## src/rtl/logic_reduce_pipe_pkg.sv

```systemverilog
`default_nettype none
// +----------------------------------------------------------------------+
// | Module   : logic_reduce_pipe_pkg                                     |
// | Purpose  : Shared definitions for the pipelined bitwise reduction.   |
// |            Holds the OP encodings and the elaboration-time helpers   |
// |            that size the reduction tree.                             |
// | Revision : 1.0  initial release                                      |
// +----------------------------------------------------------------------+
package logic_reduce_pipe_pkg;

   typedef enum logic [1:0] {
      OP_AND  = 2'b00,
      OP_OR   = 2'b01,
      OP_XOR  = 2'b10,
      OP_NAND = 2'b11
   } op_e;

   // Ceiling log2. The operand count never exceeds 16, so 16 probes is
   // plenty and stays clear of the signed overflow at 1<<31.
   function automatic int clog2(input int n);
      int r;
      r = 0;
      for (int i = 0; i < 16; i++) begin
         if ((1 << i) < n) r = i + 1;
      end
      return r;
   endfunction

   // Number of operands present at tree level lvl (level 0 is the input).
   // Each level halves the count, rounding up for an odd leftover.
   function automatic int lvl_cnt(input int n, input int lvl);
      int c;
      c = n;
      for (int i = 0; i < 16; i++) begin
         if (i < lvl) c = (c + 1) / 2;
      end
      return c;
   endfunction

endpackage
`default_nettype wire

```

## src/rtl/logic_reduce_pipe_reduce_stage.sv

```systemverilog
`default_nettype none
// +----------------------------------------------------------------------+
// | Module   : reduce_stage                                              |
// | Purpose  : One level of the reduction tree. Combines operand pairs   |
// |            (2k, 2k+1) with the operation selected by op_i and        |
// |            registers the result together with op and valid.          |
// |            An odd leftover operand passes through unchanged.         |
// | Ports    : clk_i, rst_i   clock, async active-high reset             |
// |            en_i           global pipeline advance                    |
// |            valid_i/op_i/data_i    NIN operands in                    |
// |            valid_o/op_o/data_o    ceil(NIN/2) operands out           |
// | Revision : 1.0  initial release                                      |
// +----------------------------------------------------------------------+
module reduce_stage
   import logic_reduce_pipe_pkg::*;
#(
   parameter int W   = 8,
   parameter int NIN = 4
) (
   input  logic                         clk_i,
   input  logic                         rst_i,
   input  logic                         en_i,
   input  logic                         valid_i,
   input  logic [1:0]                   op_i,
   input  logic [NIN*W-1:0]             data_i,
   output logic                         valid_o,
   output logic [1:0]                   op_o,
   output logic [((NIN+1)/2)*W-1:0]     data_o
);

   localparam int NOUT = (NIN + 1) / 2;

   logic [NOUT*W-1:0] data_d;
   logic [NOUT*W-1:0] data_q;
   logic [1:0]        op_q;
   logic              valid_q;

   for (genvar k = 0; k < NOUT; k++) begin : g_lane
      if (2*k + 1 < NIN) begin : g_pair
         logic [W-1:0] a;
         logic [W-1:0] b;
         assign a = data_i[(2*k)*W +: W];
         assign b = data_i[(2*k+1)*W +: W];
         // NAND travels as AND through the tree; the inversion happens
         // once, after the final level.
         assign data_d[k*W +: W] = (op_i == OP_OR)  ? (a | b) :
                                   (op_i == OP_XOR) ? (a ^ b) :
                                                      (a & b);
      end else begin : g_pass
         assign data_d[k*W +: W] = data_i[(2*k)*W +: W];
      end
   end

   always_ff @(posedge clk_i or posedge rst_i) begin
      if (rst_i) begin
         valid_q <= 1'b0;
         op_q    <= OP_AND;
         data_q  <= '0;
      end else if (en_i) begin
         valid_q <= valid_i;
         op_q    <= op_i;
         data_q  <= data_d;
      end
   end

   assign valid_o = valid_q;
   assign op_o    = op_q;
   assign data_o  = data_q;

endmodule
`default_nettype wire

```

## src/rtl/logic_reduce_pipe.sv

```systemverilog
`default_nettype none
// +----------------------------------------------------------------------+
// | Module   : logic_reduce_pipe                                         |
// | Purpose  : Pipelined bitwise reduction (AND/OR/XOR/NAND) of N        |
// |            W-bit operands through a balanced tree, one register      |
// |            level per tree level, with valid/ready flow control.      |
// | Ports    : CLK, RST          clock, async active-high reset          |
// |            I, OP, I_VALID    operands/op in; I_READY back-pressure   |
// |            O, O_VALID        result out; O_READY from downstream     |
// |            O_CNT             16-bit wrapping count of transfers      |
// | Revision : 1.0  initial release                                      |
// +----------------------------------------------------------------------+
module logic_reduce_pipe
   import logic_reduce_pipe_pkg::*;
#(
   parameter int W = 8,
   parameter int N = 4
) (
   input  logic             CLK,
   input  logic             RST,
   input  logic [N*W-1:0]   I,
   input  logic [1:0]       OP,
   input  logic             I_VALID,
   output logic             I_READY,
   output logic [W-1:0]     O,
   output logic             O_VALID,
   input  logic             O_READY,
   output logic [15:0]      O_CNT
);

   localparam int LAT = clog2(N);

   logic        en;
   logic [15:0] cnt_d;
   logic [15:0] cnt_q;

   // The whole pipe moves in lock-step: it advances whenever the output
   // register is empty or is being drained this cycle.
   assign en      = O_READY | ~O_VALID;
   assign I_READY = en;

   for (genvar l = 0; l < LAT; l++) begin : g_stage
      localparam int NIN  = lvl_cnt(N, l);
      localparam int NOUT = lvl_cnt(N, l + 1);

      logic [NIN*W-1:0]  data_in;
      logic [1:0]        op_in;
      logic              vld_in;
      logic [NOUT*W-1:0] data_out;
      logic [1:0]        op_out;
      logic              vld_out;

      if (l == 0) begin : g_first
         assign data_in = I;
         assign op_in   = OP;
         assign vld_in  = I_VALID;
      end else begin : g_next
         assign data_in = g_stage[l-1].data_out;
         assign op_in   = g_stage[l-1].op_out;
         assign vld_in  = g_stage[l-1].vld_out;
      end

      reduce_stage #(
         .W   (W),
         .NIN (NIN)
      ) u_stage (
         .clk_i   (CLK),
         .rst_i   (RST),
         .en_i    (en),
         .valid_i (vld_in),
         .op_i    (op_in),
         .data_i  (data_in),
         .valid_o (vld_out),
         .op_o    (op_out),
         .data_o  (data_out)
      );
   end

   // Reset leaves op at AND and data at zero, so O reads zero in reset.
   assign O       = (g_stage[LAT-1].op_out == OP_NAND) ? ~g_stage[LAT-1].data_out
                                                       :  g_stage[LAT-1].data_out;
   assign O_VALID = g_stage[LAT-1].vld_out;

   assign cnt_d = (O_VALID && O_READY) ? cnt_q + 16'd1 : cnt_q;

   always_ff @(posedge CLK or posedge RST) begin
      if (RST) begin
         cnt_q <= 16'd0;
      end else begin
         cnt_q <= cnt_d;
      end
   end

   assign O_CNT = cnt_q;

endmodule
`default_nettype wire

```

## config.mk

```make
export PLATFORM = sky130hd
export DESIGN_NAME = logic_reduce_pipe
export DESIGN_NICKNAME = d
export VERILOG_FILES = /design/src/rtl/logic_reduce_pipe_pkg.sv /design/src/rtl/logic_reduce_pipe_reduce_stage.sv /design/src/rtl/logic_reduce_pipe.sv
export SDC_FILE = /design/constraint.sdc
export NUM_CORES = 1
export LEC_CHECK = 0
export BUFFER_PORTS_ARGS = -buffer_cell sky130_fd_sc_hd__buf_4
export CAP_MARGIN = 20
export CORE_ASPECT_RATIO = 0.6
export CORE_UTILIZATION = 61
export DETAILED_ROUTE_END_ITERATION = 6
export PLACE_DENSITY = 0.9
export SYNTH_ARGS = -nofsm -noshare
export SYNTH_HDL_FRONTEND = slang
export SYNTH_SLANG_ARGS = --single-unit
```

## constraint.sdc

```tcl
create_clock -name CLK -period 2.8 [get_ports CLK]
set_input_delay 0.56 -clock CLK [delete_from_list [all_inputs] [get_ports CLK]]
set_output_delay 0.56 -clock CLK [all_outputs]
set_load 0.03 [all_outputs]
```

==> impl_metrics.yaml, run 1 <==
placement:
  place_inst: 489
  dp_hpwl_um: 5100
  portBuffers: 63
  place.gp.congestion: 0.754
  place_area_sq_um: 3920
routing:
  num_vias: 2667
  drc: 0
  wl_per_cell_um: 14.3
  finalWirelength_um: 7130
  via_per_inst: 5.37
  first_pass_iters: 4
  ant_nets: 0
  initialDrtViolationCount: 132
floorplan:
  die_w_um: 99.0
  initial_core_util_pct: 65.8
  die_h_um: 60.2
  io_pins: 64
  die_area_sq_um: 5950
  core-area_sq_um: 5230
  row_count: 20
clock_tree:
  cts_buffer_depth: 2
  cts_inserted_buffers: 5
  postCtsHoldBufs: 0
  cts_sinks: 46
  cts_resized: 0
  path_clk_slew_ns: 0.09
  htree_levels: 2
  clock_latency_ns: 0.30
  root_buffer: "clkbuf_8"
  cts_tree: "yes"
  cts_setup_buffers: 0
timing:
  fin_skew_ns: 0.00350
  hold_violations: 0
  hold_slack_ns: 0.455
  min_period_over_period_pct: 70.5
  grt_setup_unrepaired: "false"
  setup_viol_count_final: 0
  tns_ns: 0
  slew_violations: 0
  tightest_slew_ns: 0.970
  period_needed_ns: 1.97
  fmax_ghz: 0.507
  slew_headroom_pct: 35.3
logic_synthesis:
  synth_cells: 376
  synth.most_common_cell: "inv_1"
  synth-edff-count: 0
  synthTopCellsByArea: "dfrtp_1, ha_1, mux2i_1"
  synth.cell_area_sq_um: 3440
  yosysTopAreaCell: "dfrtp_1"
  yosysTopAreaCellShare_pct: 33.5
  ys_seq_area_share_pct: 33.5
  syn_avg_cell_area_sq_um: 9.15
  syn-num-nets: 463
  ys_async_sr_fraction_pct: 100
  ys_types: 29
  synth_warnings: 0
  synth_commonest_cells: "inv_1, ha_1, nand2_1"
  ys_ff_latch: 46
  ys.flop_type: "dfrtp_1"
pwr:
  p_leak_nw: 2.19
  power_mw: 2.54
  p_per_area_nw_per_um2: 625
  irDropWorstVdd_mv: 0.459
finish:
  fin_nets: 517
  fin_area_sq_um: 4060
  num_antenna_cells: 0
  syn_to_final_growth_pct: 18.0
  layout-drive-gt1-share_pct: 19.0
  finalNonFillerCells: 497
setup_path:
  cp_cell_sequence: "nand2_1 > xnor2_1 > buf_4"
  critPathKind: "flop to primary output"
  crit_path_top_delay_cell: "dfrtp_1"
  critPathMaxStageDelay_ns: 0.39
  cp_max_fo: 8
  cp-start-kind: "flop"
  r2r-start: "g_stage[0].u_stage.op_o[0]$_DFFE_PP0P_"
  endpoint_kind: "primary output"
  cp_data_required_time_ns: 2.24
  critPathLaunch: "g_stage[1].u_stage.op_o[0]$_DFFE_PP0P_"
  cp.arrival_ns: 1.41
grt:
  grt_max_degree: 47
  overflow: 0
  first_global_vias: 2647
  antenna_found_initial: 0
  grt_pass1_wl_um: 12000
  grt_use_total_pct: 26.1
hold_path:
  hp-start: "I_VALID"
  holdCritPathClass: "primary input to flop"
run:
  max_cap_violations: 0
outcome:
  status: "finished clean"
[cells by family (layout without fill, tap and decap cells)]
group / after synthesis / count (layout) / share of synthesized area [%]
AOI/OAI and AO/OA: 53 / 53 / 9.24
xor gates and xnor gates: 23 / 23 / 5.85
adders and majority gates: 49 / 49 / 17.8
buffers and inverters: 88 / 143 / 10.2
DFF: 46 / 46 / 33.5
muxes: 44 / 44 / 13.0
and+or+nand+nor: 73 / 73 / 10.4
[stage by stage]
| stage | util, % | setup WS (ns) |
|---|---|---|
| finish | 77.6 | 0.827 |
| global route | 77.6 | 0.711 |
| CTS | 77.6 | 0.819 |
| detailed placement | 75.0 | 0.952 |
| global placement | 75.0 | 1.02 |
| floorplan | - | 1.05 |
[layout make-up]
class / count / area, sq um
multi-input cells: 242 / 1940
inverters: 70 / 263
flip-flops and latches: 46 / 1150
fillers: 346 / 1170
clock inverters: 3 / 68.8
repair buffers: 65 / 488
well taps: 66 / 82.6
clock buffers: 5 / 68.8
[sequential cells by signal, indices dropped and copies added (netlist names)]
| name | cells |
|---|---|
| g_stage.u_stage.data_o | 24 |
| O_CNT | 16 |
| g_stage.u_stage.op_o | 4 |
| g_stage.u_stage.valid_o | 2 |
[where the power goes]
part,total [mW],internal [mW],switching (mW)
Clock,0.591,0.358,0.234
Sequential,0.955,0.797,0.158
Combinational,0.993,0.417,0.577
Total,2.54,1.57,0.968
[per-layer routing]
metal | GRT usage (%) | wire (um) | vias up
li1 | - | - | 1320
met1 | 31.3 | 3130 | 1278
met2 | 49.4 | 3640 | 58
met3 | 4.91 | 283 | 11
met4 | 7.04 | 78 | 0
met5 | 0 | 0 | -
[cell usage in the layout, fill, tap and decap left out, types with 2 or more instances in the layout]
cell and count:
nand4_1 3, mux2i_1 38, a211oi_1 10, mux2_2 2
and3_1 2, nand3_1 4, mux2_1 4, bufinv_16 2
buf_4 65, ha_1 49, nor4_4 2, clkbuf_8 5
a21oi_1 5, nor2_1 8, xor2_1 3, o211ai_1 11
inv_1 67, xnor2_1 20, nand2_1 48, inv_2 3
dfrtp_1 46, o21ai_1 27
[worst max-delay path, delay by kind of cell, from the launching register on]
family | cells | cell delay, ns
buffers and inverters | 1 | 0.20
xor gates and xnor gates | 1 | 0.18
DFF | 1 | 0.39
and+or+nand+nor | 1 | 0.35
[final timing paths]
kind / depth (start not counted) / slack, ns / endpoint
setup / recovery: 3 / 0.83 / O[1]
hold / removal: 3 / 0.45 / g_stage[0].u_stage.valid_o$_DFFE_PP0P_
setup reg to reg: 4 / 1.07 / g_stage[1].u_stage.data_o[2]$_DFFE_PP0P_
hold reg to reg: 1 / 0.48 / O_CNT[15]$_DFFE_PP0P_
max in group asynchronous: 2 / 1.75 / g_stage[0].u_stage.data_o[15]$_DFFE_PP0P_
min in group asynchronous: 2 / 0.47 / O_CNT[4]$_DFFE_PP0P_
No activity file was read; power rests on OpenSTA's default activity.
==> inputs of run 2 (changes only) <==
--- a/config.mk
+++ b/config.mk
@@ -5,12 +5,13 @@
 export SDC_FILE = /design/constraint.sdc
 export NUM_CORES = 1
 export LEC_CHECK = 0
+export ABC_AREA = 1
 export BUFFER_PORTS_ARGS = -buffer_cell sky130_fd_sc_hd__buf_4
 export CAP_MARGIN = 20
 export CORE_ASPECT_RATIO = 0.6
-export CORE_UTILIZATION = 61
+export CORE_UTILIZATION = 56
 export DETAILED_ROUTE_END_ITERATION = 6
-export PLACE_DENSITY = 0.9
+export PLACE_DENSITY = 0.84
 export SYNTH_ARGS = -nofsm -noshare
 export SYNTH_HDL_FRONTEND = slang
 export SYNTH_SLANG_ARGS = --single-unit
==> constraint.sdc (replaced) <==
create_clock -name CLK -period 2 [get_ports CLK]
set_input_delay 0.4 -clock CLK [delete_from_list [all_inputs] [get_ports CLK]]
set_output_delay 0.4 -clock CLK [all_outputs]
set_load 0.03 [all_outputs]
==> impl_metrics.yaml, run 2 <==
outcome:
  status: "finished clean"
setup_path:
  rrSetupSlack_ns: 0.67
  cp_max_fo: 8
  cp_data_required_time_ns: 1.60
  endpoint_kind: "primary output"
  cp.arrival_ns: 1.47
  cp-start-kind: "flop"
  critPathKind: "flop to primary output"
finish:
  layout-drive-gt1-share_pct: 18.2
  seqCellArea_sq_um: 1150
  largest_register_ffs: 24
  num_antenna_cells: 0
  fillCellCount: 478
  multi_input_area_sq_um: 1760
  syn_to_final_growth_pct: 19.1
  layout_commonest_cell: "inv_1"
  fin_area_sq_um: 4070
  final_cell_mix: "inv_1, buf_4, nand2_1, ha_1, dfrtp_1"
  fin_nets: 592
logic_synthesis:
  ys_async_sr_fraction_pct: 100
  syn_avg_cell_area_sq_um: 7.67
  synth_commonest_cells: "inv_1, nand2_1, ha_1"
  yosysTopAreaCell: "dfrtp_1"
  synth_warnings: 0
  ys_types: 21
  ys.flop_type: "dfrtp_1"
  synth-edff-count: 0
  synth.most_common_cell: "inv_1"
  ys_seq_area_share_pct: 33.7
  yosysTopAreaCellShare_pct: 33.7
  syn-num-nets: 532
  synth.cell_area_sq_um: 3410
  synthTopCellsByArea: "dfrtp_1, ha_1, inv_1"
  synth_cells: 445
  ys_ff_latch: 46
clock_tree:
  cts_sinks: 46
  cts_inserted_buffers: 5
  clock_latency_ns: 0.31
  root_buffer: "clkbuf_8"
  cts_resized: 0
  htree_levels: 2
  cts_setup_buffers: 0
  cts_tree: "yes"
  postCtsHoldBufs: 0
  path_clk_slew_ns: 0.10
  cts_buffer_depth: 2
grt:
  overflow: 0
  first_global_vias: 2801
  antenna_found_initial: 0
  grt_pass1_wl_um: 12100
  grt_max_degree: 59
  grt_use_total_pct: 24.0
timing:
  grt_setup_unrepaired: "false"
  hold_slack_ns: 0.0870
  min_period_over_period_pct: 93.5
  period_needed_ns: 1.87
  tightest_slew_ns: 0.488
  fmax_ghz: 0.535
  tns_ns: 0
  hold_violations: 0
  fin_skew_ns: 0.0110
  slew_headroom_pct: 67.4
  setup_viol_count_final: 0
  slew_violations: 0
routing:
  finalWirelength_um: 6770
  ant_nets: 0
  first_pass_iters: 4
  via_per_inst: 4.96
  initialDrtViolationCount: 133
  num_vias: 2906
  wl_per_cell_um: 11.6
  drc: 0
hold_path:
  holdCritPathClass: "primary input to async pin"
floorplan:
  initial_core_util_pct: 59.6
  io_pins: 64
  core-area_sq_um: 5730
  die_w_um: 103
  row_count: 21
  die_h_um: 62.5
  die_area_sq_um: 6420
placement:
  dp_hpwl_um: 5270
  place.gp.congestion: 0.842
  portBuffers: 63
  place_area_sq_um: 3970
pwr:
  irDropWorstVdd_mv: 0.456
  p_leak_nw: 2.32
  p_per_area_nw_per_um2: 798
run:
  max_cap_violations: 0
==> run 2: cell types whose count changed in the layout (fill, tap and decap cells not counted), sizes merged, moves of 13 or more <==
| cell | previous run | this run |
|---|---|---|
| a21oi | 5 | 26 |
| inv | 70 | 117 |
| mux2i | 38 | 0 |
| nand2 | 49 | 70 |
| nor2 | 8 | 41 |
| o211ai | 11 | 24 |
==> run 2: worst max-delay path, stage by stage, from the launching register on <==
cell and delay (ns):
dfrtp_1 0.39, nand2_1 0.38, xnor2_1 0.19, buf_4 0.19
==> run 2: area by class of cell <==
cell class,count,share of cell area [%]
clock buffer,5,1.69
tap,80,2.46
inverter,116,10.7
timing repair buffer,67,13.0
sequential,46,28.3
clock inverter,3,0.585
multi-input combinational,269,43.2
==> run 2: per-stage QoR <==
step	power (mW)	worst slack [ns]	utilization, %	std cells
final	3.24	0.130	71.0	586
after global routing	3.47	0.0272	71.0	586
after CTS	3.26	0.118	71.0	586
after detailed placement	2.67	0.468	69.4	578
after global placement	2.60	0.525	69.4	578
after floorplan	2.19	0.448	-	445
==> run 2: final timing paths <==
path,endpoint,start,depth (start not counted)
max reg2reg,O_CNT[14]$_DFFE_PP0P_,O_CNT[1]$_DFFE_PP0P_,6
max,O[3],g_stage[1].u_stage.op_o[0]$_DFFE_PP0P_,3
min reg2reg,g_stage[1].u_stage.valid_o$_DFFE_PP0P_,g_stage[0].u_stage.valid_o$_DFFE_PP0P_,2
max in group asynchronous,g_stage[0].u_stage.data_o[10]$_DFFE_PP0P_,RST,3
min in group CLK,g_stage[0].u_stage.op_o[0]$_DFFE_PP0P_,OP[0],3
min,O_CNT[5]$_DFFE_PP0P_,RST,2
==> run 2: cells by family after synthesis <==
logic type / Yosys count / share of synthesized area [%]
AO/OA/AOI/OAI: 78 / 13.3
XOR/XNOR: 17 / 4.36
adder cells (fa/ha/maj): 49 / 18.0
buffers and inverters: 130 / 14.8
flip-flops: 46 / 33.7
AND/OR/NAND/NOR: 125 / 15.9
==> run 2: where the power goes <==
group	total, mW	switching (mW)	internal, mW
Clock	0.593	0.343	0.250
Combinational	1.34	0.806	0.533
Sequential	1.31	0.197	1.11
Total	3.24	1.35	1.90
==> run 2: metal layers <==
layer | vias to the layer above | track usage, % | routed length, um
li1 | 1480 | - | -
met2 | 69 | 39.3 | 3300
met3 | 7 | 4.14 | 372
met1 | 1350 | 32.3 | 3040
met5 | - | 0 | 0
met4 | 0 | 7.92 | 59
